[src/rtl/state_machine.sv]
// Microsequenced instruction controller: a per-state control word selects the next 7-bit microstate.
// Optional STATE_MACHINE_MEM_WAIT_EN: states 105, 48 and 52 stall until MEM_R is high.
module state_machine (
  input  logic       clk,
  input  logic       rst,
  input  logic       COND,
  input  logic       ST,
  input  logic       PL,
  input  logic       A,
  input  logic       IR_20,
  input  logic       MEM_R,
  input  logic [3:0] family_number,
  output logic [6:0] state
);

  typedef enum logic [6:0] {
    S_DP0      = 7'd0,
    S_DP1      = 7'd1,
    S_MUL0     = 7'd24,
    S_MUL      = 7'd26,
    S_MLA      = 7'd27,
    S_MULL0    = 7'd32,
    S_MULL1    = 7'd34,
    S_MLAL1    = 7'd35,
    S_MULL2    = 7'd36,
    S_MLAL2    = 7'd37,
    S_LS0      = 7'd40,
    S_LS_POST0 = 7'd41,
    S_LS_POST1 = 7'd42,
    S_LS_PRE   = 7'd43,
    S_LS_ADDR  = 7'd44,
    S_LDR      = 7'd48,
    S_STR      = 7'd52,
    S_BR0      = 7'd56,
    S_BR_EXE   = 7'd57,
    S_BR_LINK  = 7'd59,
    S_SWP0     = 7'd64,
    S_SWP1     = 7'd65,
    S_SWP2     = 7'd66,
    S_FETCH0   = 7'd104,
    S_FETCH1   = 7'd105,
    S_DECODE   = 7'd106
  } state_t;

  typedef enum logic [2:0] {
    SEL_NONE = 3'd0,
    SEL_IR20 = 3'd1,
    SEL_A    = 3'd2,
    SEL_PL   = 3'd3,
    SEL_ST   = 3'd4
  } sel_t;

  // j is taken when the selected input is 1 (or unconditionally), n when it is 0
  typedef struct packed {
    state_t j;
    state_t n;
    sel_t   sel;
    logic   dec;
    logic   evcond;
    logic   memw;
  } cw_t;

  function automatic cw_t control_word(input state_t a);
    cw_t cw;
    cw = '{j: S_FETCH0, n: S_FETCH0, sel: SEL_NONE, dec: 1'b0, evcond: 1'b0, memw: 1'b0};
    case (a)
      S_FETCH0:   cw.j = S_FETCH1;
      S_FETCH1:   begin cw.j = S_DECODE; cw.memw = 1'b1; end
      S_DECODE:   begin cw.dec = 1'b1; cw.evcond = 1'b1; end
      S_DP0:      begin cw.sel = SEL_IR20; cw.j = S_DP1; cw.n = S_FETCH0; end
      S_DP1:      cw.j = S_FETCH0;
      S_MUL0:     begin cw.sel = SEL_A; cw.j = S_MLA; cw.n = S_MUL; end
      S_MUL:      cw.j = S_FETCH0;
      S_MLA:      cw.j = S_FETCH0;
      S_MULL0:    begin cw.sel = SEL_A; cw.j = S_MLAL1; cw.n = S_MULL1; end
      S_MULL1:    cw.j = S_MULL2;
      S_MLAL1:    cw.j = S_MLAL2;
      S_MULL2:    cw.j = S_FETCH0;
      S_MLAL2:    cw.j = S_FETCH0;
      S_LS0:      begin cw.sel = SEL_PL; cw.j = S_LS_PRE; cw.n = S_LS_POST0; end
      S_LS_POST0: cw.j = S_LS_POST1;
      S_LS_POST1: cw.j = S_LS_ADDR;
      S_LS_PRE:   cw.j = S_LS_ADDR;
      S_LS_ADDR:  begin cw.sel = SEL_ST; cw.j = S_STR; cw.n = S_LDR; end
      S_LDR:      begin cw.j = S_FETCH0; cw.memw = 1'b1; end
      S_STR:      begin cw.j = S_FETCH0; cw.memw = 1'b1; end
      S_BR0:      begin cw.sel = SEL_PL; cw.j = S_BR_LINK; cw.n = S_BR_EXE; end
      S_BR_LINK:  cw.j = S_BR_EXE;
      S_BR_EXE:   cw.j = S_FETCH0;
      S_SWP0:     cw.j = S_SWP1;
      S_SWP1:     cw.j = S_SWP2;
      S_SWP2:     cw.j = S_FETCH0;
      default:    cw.j = S_FETCH0;
    endcase
    return cw;
  endfunction

  function automatic state_t decode_target(input logic [3:0] fam);
    state_t t;
    case (fam)
      4'd0, 4'd1, 4'd2:          t = S_DP0;
      4'd3:                      t = S_MUL0;
      4'd4:                      t = S_MULL0;
      4'd8, 4'd9, 4'd10, 4'd11:  t = S_LS0;
      4'd12:                     t = S_SWP0;
      4'd14, 4'd15:              t = S_BR0;
      default:                   t = S_FETCH0;
    endcase
    return t;
  endfunction

  state_t address = S_FETCH0;
  state_t next_state_address;
  state_t w_branch;
  cw_t    w_cw;

  assign w_cw  = control_word(address);
  assign state = address;

  // branch resolution: only the input named by the current control word is looked at
  always_comb begin
    w_branch = w_cw.j;
    if (w_cw.dec) begin
      if (w_cw.evcond && !COND) w_branch = S_FETCH0;
      else                      w_branch = decode_target(family_number);
    end else begin
      case (w_cw.sel)
        SEL_IR20: w_branch = IR_20 ? w_cw.j : w_cw.n;
        SEL_A:    w_branch = A     ? w_cw.j : w_cw.n;
        SEL_PL:   w_branch = PL    ? w_cw.j : w_cw.n;
        SEL_ST:   w_branch = ST    ? w_cw.j : w_cw.n;
        default:  w_branch = w_cw.j;
      endcase
    end
  end

`ifdef STATE_MACHINE_MEM_WAIT_EN
  // memory-access states stall until the access completes
  always_comb begin
    next_state_address = w_branch;
    if (w_cw.memw && !MEM_R) next_state_address = address;
    else                     next_state_address = w_branch;
  end
`else
  logic w_unused;
  assign w_unused = MEM_R ^ w_cw.memw;

  // without memory waits every state advances each cycle
  always_comb begin
    next_state_address = w_branch;
  end
`endif

  // microstate register
  always_ff @(posedge clk or posedge rst) begin
    if (rst) address <= S_FETCH0;
    else     address <= next_state_address;
  end

endmodule

[config.mk]
export PLATFORM = sky130hd
export DESIGN_NAME = state_machine
export DESIGN_NICKNAME = d
export VERILOG_FILES = /design/src/rtl/state_machine.sv
export SDC_FILE = /design/constraint.sdc
export NUM_CORES = 1
export LEC_CHECK = 0
export ABC_AREA = 1
export CAP_MARGIN = 20
export CORE_AREA = 2 2 43 45
export DETAILED_ROUTE_END_ITERATION = 6
export DIE_AREA = 0 0 45 47
export GPL_ROUTABILITY_DRIVEN = 0
export PLACE_DENSITY = 0.85
export SLEW_MARGIN = 30
export SYNTH_ARGS = -nofsm -noshare
export SYNTH_HDL_FRONTEND = slang
export SYNTH_SLANG_ARGS = --single-unit
export TNS_END_PERCENT = 10
[constraint.sdc]
create_clock -name clk -period 3.6 [get_ports clk]
set_input_delay 0.36 -clock clk [delete_from_list [all_inputs] [get_ports clk]]
set_output_delay 0.36 -clock clk [all_outputs]
set_load 0.01 [all_outputs]
==> results.json, run 1 <==
{
  "vias_per_cell": 5.27,
  "final_max_slew_viol_count": 0,
  "grt_pass1_wl_um": 3280,
  "path_class": "reg -> out",
  "p_comb_share_pct": 66.9,
  "largest_reg_flops": 7,
  "first_pass_iters": 4,
  "p_per_area_nw_per_um2": 675,
  "netlist_instances": 134,
  "seqPwrFrac_pct": 23.8,
  "period_share_pct": 48.8,
  "synth.avg_cell_area_um2": 6.29,
  "clock.fmax_ghz": 0.569,
  "clkLatencyLatePin_ns": 0.24,
  "post-route-min-period_ns": 1.76,
  "cts_resized": 0,
  "die_area_um2": 2120,
  "antenna_found_initial": 0,
  "rsz0062_at_grt": "no",
  "root_buffer": "clkbuf_4",
  "pin_count": 19,
  "power.switching_mw": 0.367,
  "start_kind": "flip-flop",
  "cp.depth": 1,
  "hp-class": "in -> async",
  "yosysWarnings": 0,
  "grt_pass1_vias": 818,
  "ant_nets": 0,
  "critPathSlowestCell": "clkdlybuf4s50_1",
  "dp_hpwl_um": 1720,
  "grt_max_degree": 11,
  "worstMarginPinSlew_ns": 0.357,
  "critPathBufInv": 1,
  "synth_cell_types": 27,
  "reg2reg_from": "state[5]",
  "core_area_um2": 1650,
  "crit_family": "buffers and inverters",
  "slew_headroom_pct": 76.2,
  "hold_violations": 0,
  "post-route-drc-count": 0,
  "setup_tns_ns": 0,
  "slowest_delay_ns": 0.61,
  "reg2reg_depth": 7,
  "ir_worst_vdd_mv": 0.484,
  "clockBufferDepth": 2,
  "antenna_cells": 0,
  "netlist_area_um2": 843,
  "worst_ep_arrival_time_ns": 1.40,
  "synth_nets": 146,
  "num_rows": 15,
  "io_buffers": 17,
  "fp.dieW_um": 45,
  "skew_ns": 0.00394,
  "grt_usage_pct": 21.3,
  "vias": 902,
  "drt_wl_total_um": 1960,
  "post_cts_buffers": 0,
  "cts.sinks": 7,
  "start_util_pct": 51.1,
  "ys_ff_latch": 7,
  "area_delta_synth_final_pct": 25.2,
  "crit_chain": "clkdlybuf4s50_1",
  "yosysSeqAreaShare_pct": 21.2,
  "status": "finished clean",
  "crit_end": "state[1]",
  "h-tree-depth": 1,
  "drt-initial-drc-count": 9,
  "leakage_nw": 0.556,
  "r2r-end": "state[1]",
  "intPower_mw": 0.346,
  "die_h_um": 47,
  "cts_buffers": 3,
  "reg2reg_setup_slack_ns": 2.03,
  "p_clk_share_pct": 9.3,
  "final-setup-viol-count": 0,
  "nets": 167,
  "wl_per_cell_um": 11.5,
  "grt_overflow": 0,
  "cp.required_ns": 3.24,
  "total_power_mw": 0.713,
  "path_max_fanout": 10,
  "drv_cap": 0,
  "power.share.switching_pct": 51.4,
  "path_clk_slew_ns": 0.05,
  "end_kind": "primary output",
  "cts_tree": "built",
  "cts_hold_buf": 0,
  "cp-startpoint": "state[1]",
  "drive_gt1_share_pct": 20.1
}
[metrics by stage]
stage          util (%)  cells  setup WS [ns]  hold slack (ns)  instance area, um^2
3_3_place_gp       62.3    167           2.03            0.588                 1030
6_report           63.9    171           1.84            0.331                 1060
4_1_cts            63.9    171           1.83            0.333                 1060
3_5_place_dp       62.3    167           1.91            0.590                 1030
2_1_floorplan         -    134           2.20            0.161                  843
5_1_grt            63.9    171           1.79            0.340                 1060
[placed cells by master (no fill, tap or decap), drive strengths merged, types with 3 or more instances in the layout]
cell            n
dfrtp           4
nand3          16
dfstp           3
clkbuf          4
nor2           30
nand4           3
nor3            4
clkdlybuf4s50  17
inv            21
o21ai           3
nand2          39
[kinds of logic after synthesis]
family | share of synthesized area (%)
and+or+nand+nor | 58.9
AOI/OAI and AO/OA | 9.94
buffers and inverters | 9.94
DFF | 21.2
[final cells by class]
| cell class | count | area, um^2 |
|---|---|---|
| Clock buffer | 4 | 26.3 |
| Inverter | 21 | 78.8 |
| Multi-Input combinational cell | 105 | 581 |
| Tap cell | 17 | 21.3 |
| Timing Repair Buffer | 17 | 170 |
| Fill cell | 147 | 596 |
| Sequential cell | 7 | 179 |
[power by group through the flow]
stage                     clock network, mW  logic [mW]  registers, mW
after floorplan                           0       0.341          0.167
after global placement                    0       0.472          0.169
after detailed placement                  0       0.474          0.171
after CTS                            0.0681       0.476          0.170
after global routing                 0.0734       0.530          0.175
final                                0.0661       0.477          0.170
[metal layers]
layer / up-vias / routed length, um / track usage, %
met5: - / 0 / 0
met1: 407 / 849 / 26.5
li1: 473 / - / -
met4: 0 / 0 / 7.06
met2: 22 / 1050 / 39.4
met3: 0 / 55 / 1.15
[how the worst min path moves through the flow]
stage	from	to	slack, ns	depth (start not counted)
3_3_place_gp	rst	state[2]	0.59	2
5_1_grt	rst	state[4]	0.34	2
3_5_place_dp	rst	state[4]	0.59	2
4_1_cts	rst	state[0]	0.33	2
6_report	rst	state[0]	0.33	2
2_1_floorplan	rst	state[0]	0.16	1
[synth_stat cells, drive strengths merged]
cell type	instances	area share [%]
inv	21	9.3
o2111ai	1	1.0
nor3	4	3.0
a21boi	1	0.89
nor4	1	0.74
a31oi	1	0.74
dfstp	3	9.3
o41ai	1	1.0
nand2	39	21
dfrtp	4	12
nand4	3	2.2
a21oi	2	1.2
buf	1	0.59
a211oi	2	2.4
o21a	1	0.89
nor2	30	21
nand3	16	11
o21ai	3	1.8
(Power assumes the default switching activity.)
==> inputs of run 2 (changes only) <==
Settings changed: CORE_AREA 2 2 43 45 to 2 2 52 45, DIE_AREA 0 0 45 47 to 0 0 54 47, PLACE_DENSITY 0.85 to 0.75.
Clock period 3.6 ns to 1.4 ns, I/O delays scaled along.
==> results.json, run 2 (same netlist as run 1, synthesis figures left out) <==
{
  "status": "complete, but fails checks",
  "violations": "setup timing",
  "wl_per_cell_um": 12.0,
  "vias": 980,
  "rsz0062_at_grt": "yes",
  "slowest_delay_ns": 0.60,
  "start_util_pct": 41.6,
  "placed_area_um2": 1150,
  "io_buffers": 17,
  "dp_hpwl_um": 1940,
  "final_area_um2": 1230,
  "drt-initial-drc-count": 24,
  "grt_overflow": 0,
  "final_common_cell": "nand2_1",
  "p_per_area_nw_per_um2": 1710,
  "fp.dieW_um": 54,
  "grt_max_degree": 8,
  "core_area_um2": 2030,
  "pin_count": 19,
  "antenna_found_initial": 0,
  "clock.fmax_ghz": 0.668,
  "die_h_um": 47,
  "cpMostUsedCell": "nor2_4",
  "cts.sinks": 7,
  "reg2reg_from": "state[5]",
  "path_class": "reg -> reg",
  "hold_violations": 0,
  "clockBufferDepth": 2,
  "drv_cap": 0,
  "critPathBufInv": 2,
  "path_clk_slew_ns": 0.05,
  "final_max_slew_viol_count": 0,
  "post-route-min-period_ns": 1.50,
  "root_buffer": "clkbuf_4",
  "final-setup-viol-count": 7,
  "cp-startpoint": "state[5]",
  "first_pass_iters": 4,
  "nets": 183,
  "skew_ns": 0.00231,
  "cts_buffers": 3,
  "slew_headroom_pct": 72.0,
  "die_area_um2": 2540,
  "area_delta_synth_final_pct": 45.8,
  "total_power_mw": 2.10,
  "cts_tree": "built",
  "drive_gt1_share_pct": 34.1,
  "ant_nets": 0,
  "period_share_pct": 107,
  "hp-class": "in -> async",
  "crit_chain": "inv_2, nand3_2, nor2_4, nor2_4, inv_1, a211oi_2, nand2_1",
  "worst_ep_arrival_time_ns": 1.63,
  "antenna_cells": 0,
  "path_max_fanout": 5,
  "clkLatencyLatePin_ns": 0.25,
  "ir_worst_vdd_mv": 1.34,
  "setup_tns_ns": -0.518,
  "cp.required_ns": 1.53,
  "end_kind": "flip-flop",
  "cts_hold_buf": 0,
  "grt_pass1_vias": 909,
  "final_cell_mix": "nand2_1 (29), nor2_1 (18), inv_1 (17)",
  "post-route-drc-count": 0,
  "reg2reg_setup_slack_ns": -0.1,
  "grt_pass1_wl_um": 3730,
  "num_rows": 15,
  "worstMarginPinSlew_ns": 0.417,
  "crit_family": "flip-flops",
  "drt_wl_total_um": 2330,
  "vias_per_cell": 5.03,
  "critPathSlowestCell": "dfstp_2",
  "grt_usage_pct": 20.7,
  "largest_reg_flops": 7,
  "setup_ws_ns": -0.0975,
  "h-tree-depth": 1,
  "leakage_nw": 0.685,
  "start_kind": "flip-flop"
}
run 2: changes by cell type in the layout (fill, tap and decap cells not counted), sizes merged:
| cell | before | now |
|---|---|---|
| buf | 0 | 16 |
| clkdlybuf4s50 | 17 | 10 |
| dlygate4sd2 | 0 | 4 |
| dlymetal6s2s | 0 | 3 |
run 2: worst reg2reg max path, stage by stage, from the launching register on:
cell and delay, ns:
dfstp_2 0.60, inv_2 0.08, nand3_2 0.11, nor2_4 0.06
nor2_4 0.15, inv_1 0.09, a211oi_2 0.20, nand2_1 0.09
run 2: cell type report:
type | instances | area, um^2
fillers | 183 | 797
flip-flops and latches | 7 | 181
repair buffers | 33 | 293
inverters | 21 | 78.8
well taps | 25 | 31.3
multi-input cells | 105 | 619
clock buffers | 4 | 26.3
run 2: metal layers:
layer  GRT usage (%)  vias to the layer above  wire (um)
li1                -                      512          -
met1            25.7                      441        994
met2            36.8                       25       1200
met3            3.82                        2        114
met4            6.50                        0         25
met5               0                        -          0
run 2: worst paths after layout:
kind,end,cells past startpoint
max,state[0],7
min in group clk,state[0],3
min,state[2],2
max reg2reg,state[0],7
max in group asynchronous,state[5],2
min reg2reg,state[0],4
run 2: timing repair:
action / 4_1_cts / 5_1_grt
gates resized for setup: 11 / 9
buffers inserted: 0 / 1
endpoints found under the setup margin: 13 / 10
pin swaps: 1 / 3
run 2: through the flow:
step | util [%] | cells | setup slack (ns) | hold slack, ns
CTS | 58.8 | 194 | -0.0834 | 0.116
detailed placement | 56.9 | 190 | -0.107 | 0.386
floorplan | - | 134 | 0.00317 | -0.0588
global placement | 56.9 | 190 | -0.0725 | 0.371
global route | 60.7 | 195 | -0.183 | 0.135
finish | 60.7 | 195 | -0.0975 | 0.111
run 2: power breakdown:
group          total (mW)  leakage [nW]  switching, mW  internal [mW]
Sequential          0.417        0.0816          0.109          0.308
Combinational        1.50         0.589          0.866          0.635
Clock               0.183        0.0150         0.0739          0.109
Total                2.10         0.685           1.05           1.05
==> inputs of run 3 (changes only) <==
Settings changed: CORE_AREA 2 2 52 45 to 2 2 43 45, DIE_AREA 0 0 54 47 to 0 0 45 47, DONT_BUFFER_PORTS set to 1, MAX_ROUTING_LAYER set to met4, PLACE_DENSITY 0.75 to 0.73.
Clock period 1.4 ns to 1.3 ns, I/O delays scaled along.
==> results.json, run 3 (same netlist as run 1, synthesis figures left out) <==
{
  "status": "complete, but fails checks",
  "violations": "setup timing",
  "critPathBufInv": 1,
  "ir_worst_vdd_mv": 1.52,
  "final_max_slew_viol_count": 0,
  "ant_nets": 0,
  "reg2reg_setup_slack_ns": -0.27,
  "hold_violations": 0,
  "final_area_um2": 1230,
  "grt_pass1_vias": 998,
  "p_comb_share_pct": 73.2,
  "reg2reg_depth": 9,
  "post-route-drc-count": 0,
  "die_h_um": 47,
  "period_share_pct": 121,
  "grt_pass1_wl_um": 4250,
  "grt_usage_pct": 29.5,
  "end_kind": "flip-flop",
  "h-tree-depth": 1,
  "hp-class": "in -> reg",
  "p_per_area_nw_per_um2": 2090,
  "vias_per_cell": 5.76,
  "rsz0062_at_grt": "yes",
  "p_clk_share_pct": 8.5,
  "critPathSlowestCell": "dfstp_2",
  "reg2reg_from": "state[6]",
  "core_area_um2": 1650,
  "start_kind": "flip-flop",
  "drive_gt1_share_pct": 50.9,
  "placed_area_um2": 1040,
  "final-setup-viol-count": 7,
  "final_cell_mix": "nand2_1 (28), buf_4 (28), inv_1 (15)",
  "path_max_fanout": 4,
  "grt_max_degree": 8,
  "die_area_um2": 2120,
  "cp.required_ns": 1.45,
  "skew_ns": 0.000788,
  "num_rows": 15,
  "drv_cap": 0,
  "power.switching_mw": 1.36,
  "leakage_nw": 0.668,
  "r2r-end": "state[0]",
  "cts.sinks": 7,
  "fp.dieW_um": 45,
  "slew_headroom_pct": 80.0,
  "fin_util_pct": 74.8,
  "worst_ep_arrival_time_ns": 1.72,
  "pin_count": 19,
  "total_power_mw": 2.58,
  "root_buffer": "clkbuf_4",
  "cts_buffers": 3,
  "clock.fmax_ghz": 0.637,
  "cpMostUsedCell": "nand2_1",
  "start_util_pct": 51.1,
  "seqPwrFrac_pct": 18.3,
  "vias": 1060,
  "crit_chain": "inv_2, nand2_4, nor2_2, nand2_1, nand2_2, nor2_1, o21ai_0, o21ai_1, nand2_1",
  "cts_tree": "built",
  "largest_reg_flops": 7,
  "drt-initial-drc-count": 29,
  "setup_tns_ns": -1.58,
  "min-delay-start": "COND",
  "area_delta_synth_final_pct": 46.4,
  "power.share.switching_pct": 52.6,
  "path_clk_slew_ns": 0.06,
  "drt_wl_total_um": 2910,
  "io_buffers": 0,
  "worstMarginPinSlew_ns": 0.298,
  "fillerInstances": 124,
  "intPower_mw": 1.22,
  "antenna_found_initial": 0,
  "first_pass_iters": 4,
  "dp_hpwl_um": 2020,
  "clkLatencyLatePin_ns": 0.27,
  "grt_overflow": 0,
  "post-route-min-period_ns": 1.57,
  "nets": 180,
  "wl_per_cell_um": 15.8,
  "setup_ws_ns": -0.270,
  "min_path_cells": 3,
  "slowest_delay_ns": 0.59,
  "crit_family": "flip-flops",
  "hold-path-endpoint": "state[6]",
  "antenna_cells": 0,
  "clockBufferDepth": 2,
  "path_class": "reg -> reg"
}
## run 3: cell types whose count changed in the layout (fill, tap and decap cells not counted), moves of 3 or more
cell / previous run / this run
clkdlybuf4s50_1: 10 / 0
dlygate4sd2_1: 4 / 0
buf_4: 16 / 28
nor2_1: 18 / 13
dlymetal6s2s_1: 3 / 0
nor2_2: 4 / 7
nand3_1: 13 / 8
nand3_2: 2 / 7
## run 3: worst max-delay path by stage
stage          slack (ns)  cells past startpoint     start        to
5_1_grt             -0.34                      9  state[6]  state[0]
3_3_place_gp        -0.17                      7  state[3]  state[1]
2_1_floorplan        -0.1                      9  state[3]  state[0]
3_5_place_dp        -0.21                      7  state[5]  state[1]
4_1_cts             -0.19                      8  state[3]  state[1]
6_report            -0.27                      9  state[6]  state[0]
## run 3: layout make-up
class / instances / area [um^2] / share of cell area (%)
Multi-Input combinational cell: 105 / 696 / 56.3
Inverter: 21 / 78.8 / 6.38
Tap cell: 17 / 21.3 / 1.72
Timing Repair Buffer: 30 / 230 / 18.6
Clock inverter: 1 / 5.00 / 0.405
Clock buffer: 3 / 22.5 / 1.82
Sequential cell: 7 / 181 / 14.7
## run 3: repair_timing
item	CTS	global route
endpoints found under the hold margin	8	0
setup endpoints to repair	7	7
hold buffers	2	0
setup buffers	0	4
gates resized for setup	7	25
pin swaps	0	10
## run 3: metal layers
metal / part of all wire (%) / vias to the layer above / track usage [%]
met1: 40 / 485 / 34.0
met4: 5.8 / 0 / 18.8
met3: 5.8 / 21 / 4.62
li1: - / 499 / -
met5: 0 / - / -
met2: 48 / 55 / 47.7
## run 3: power by group through the flow
stage | clock network, mW | logic, mW | registers (mW)
2_1_floorplan | 0 | 0.944 | 0.462
3_3_place_gp | 0 | 1.54 | 0.438
3_5_place_dp | 0 | 1.56 | 0.446
4_1_cts | 0.213 | 1.61 | 0.445
5_1_grt | 0.232 | 2.04 | 0.478
6_report | 0.218 | 1.89 | 0.472
## run 3: per-stage QoR
| stage | worst slack [ns] | std cells | hold slack (ns) |
|---|---|---|---|
| detailed placement | -0.211 | 174 | -0.0281 |
| floorplan | -0.0968 | 134 | -0.0688 |
| CTS | -0.186 | 180 | 0.0654 |
| finish | -0.270 | 184 | 0.0602 |
| global route | -0.339 | 184 | 0.0709 |
| global placement | -0.166 | 174 | -0.0268 |
## run 3: worst min-delay path, stage by stage
cell	delay, ns
o2111ai_2	0.06
nand2_1	0.06
inv_1	0.05
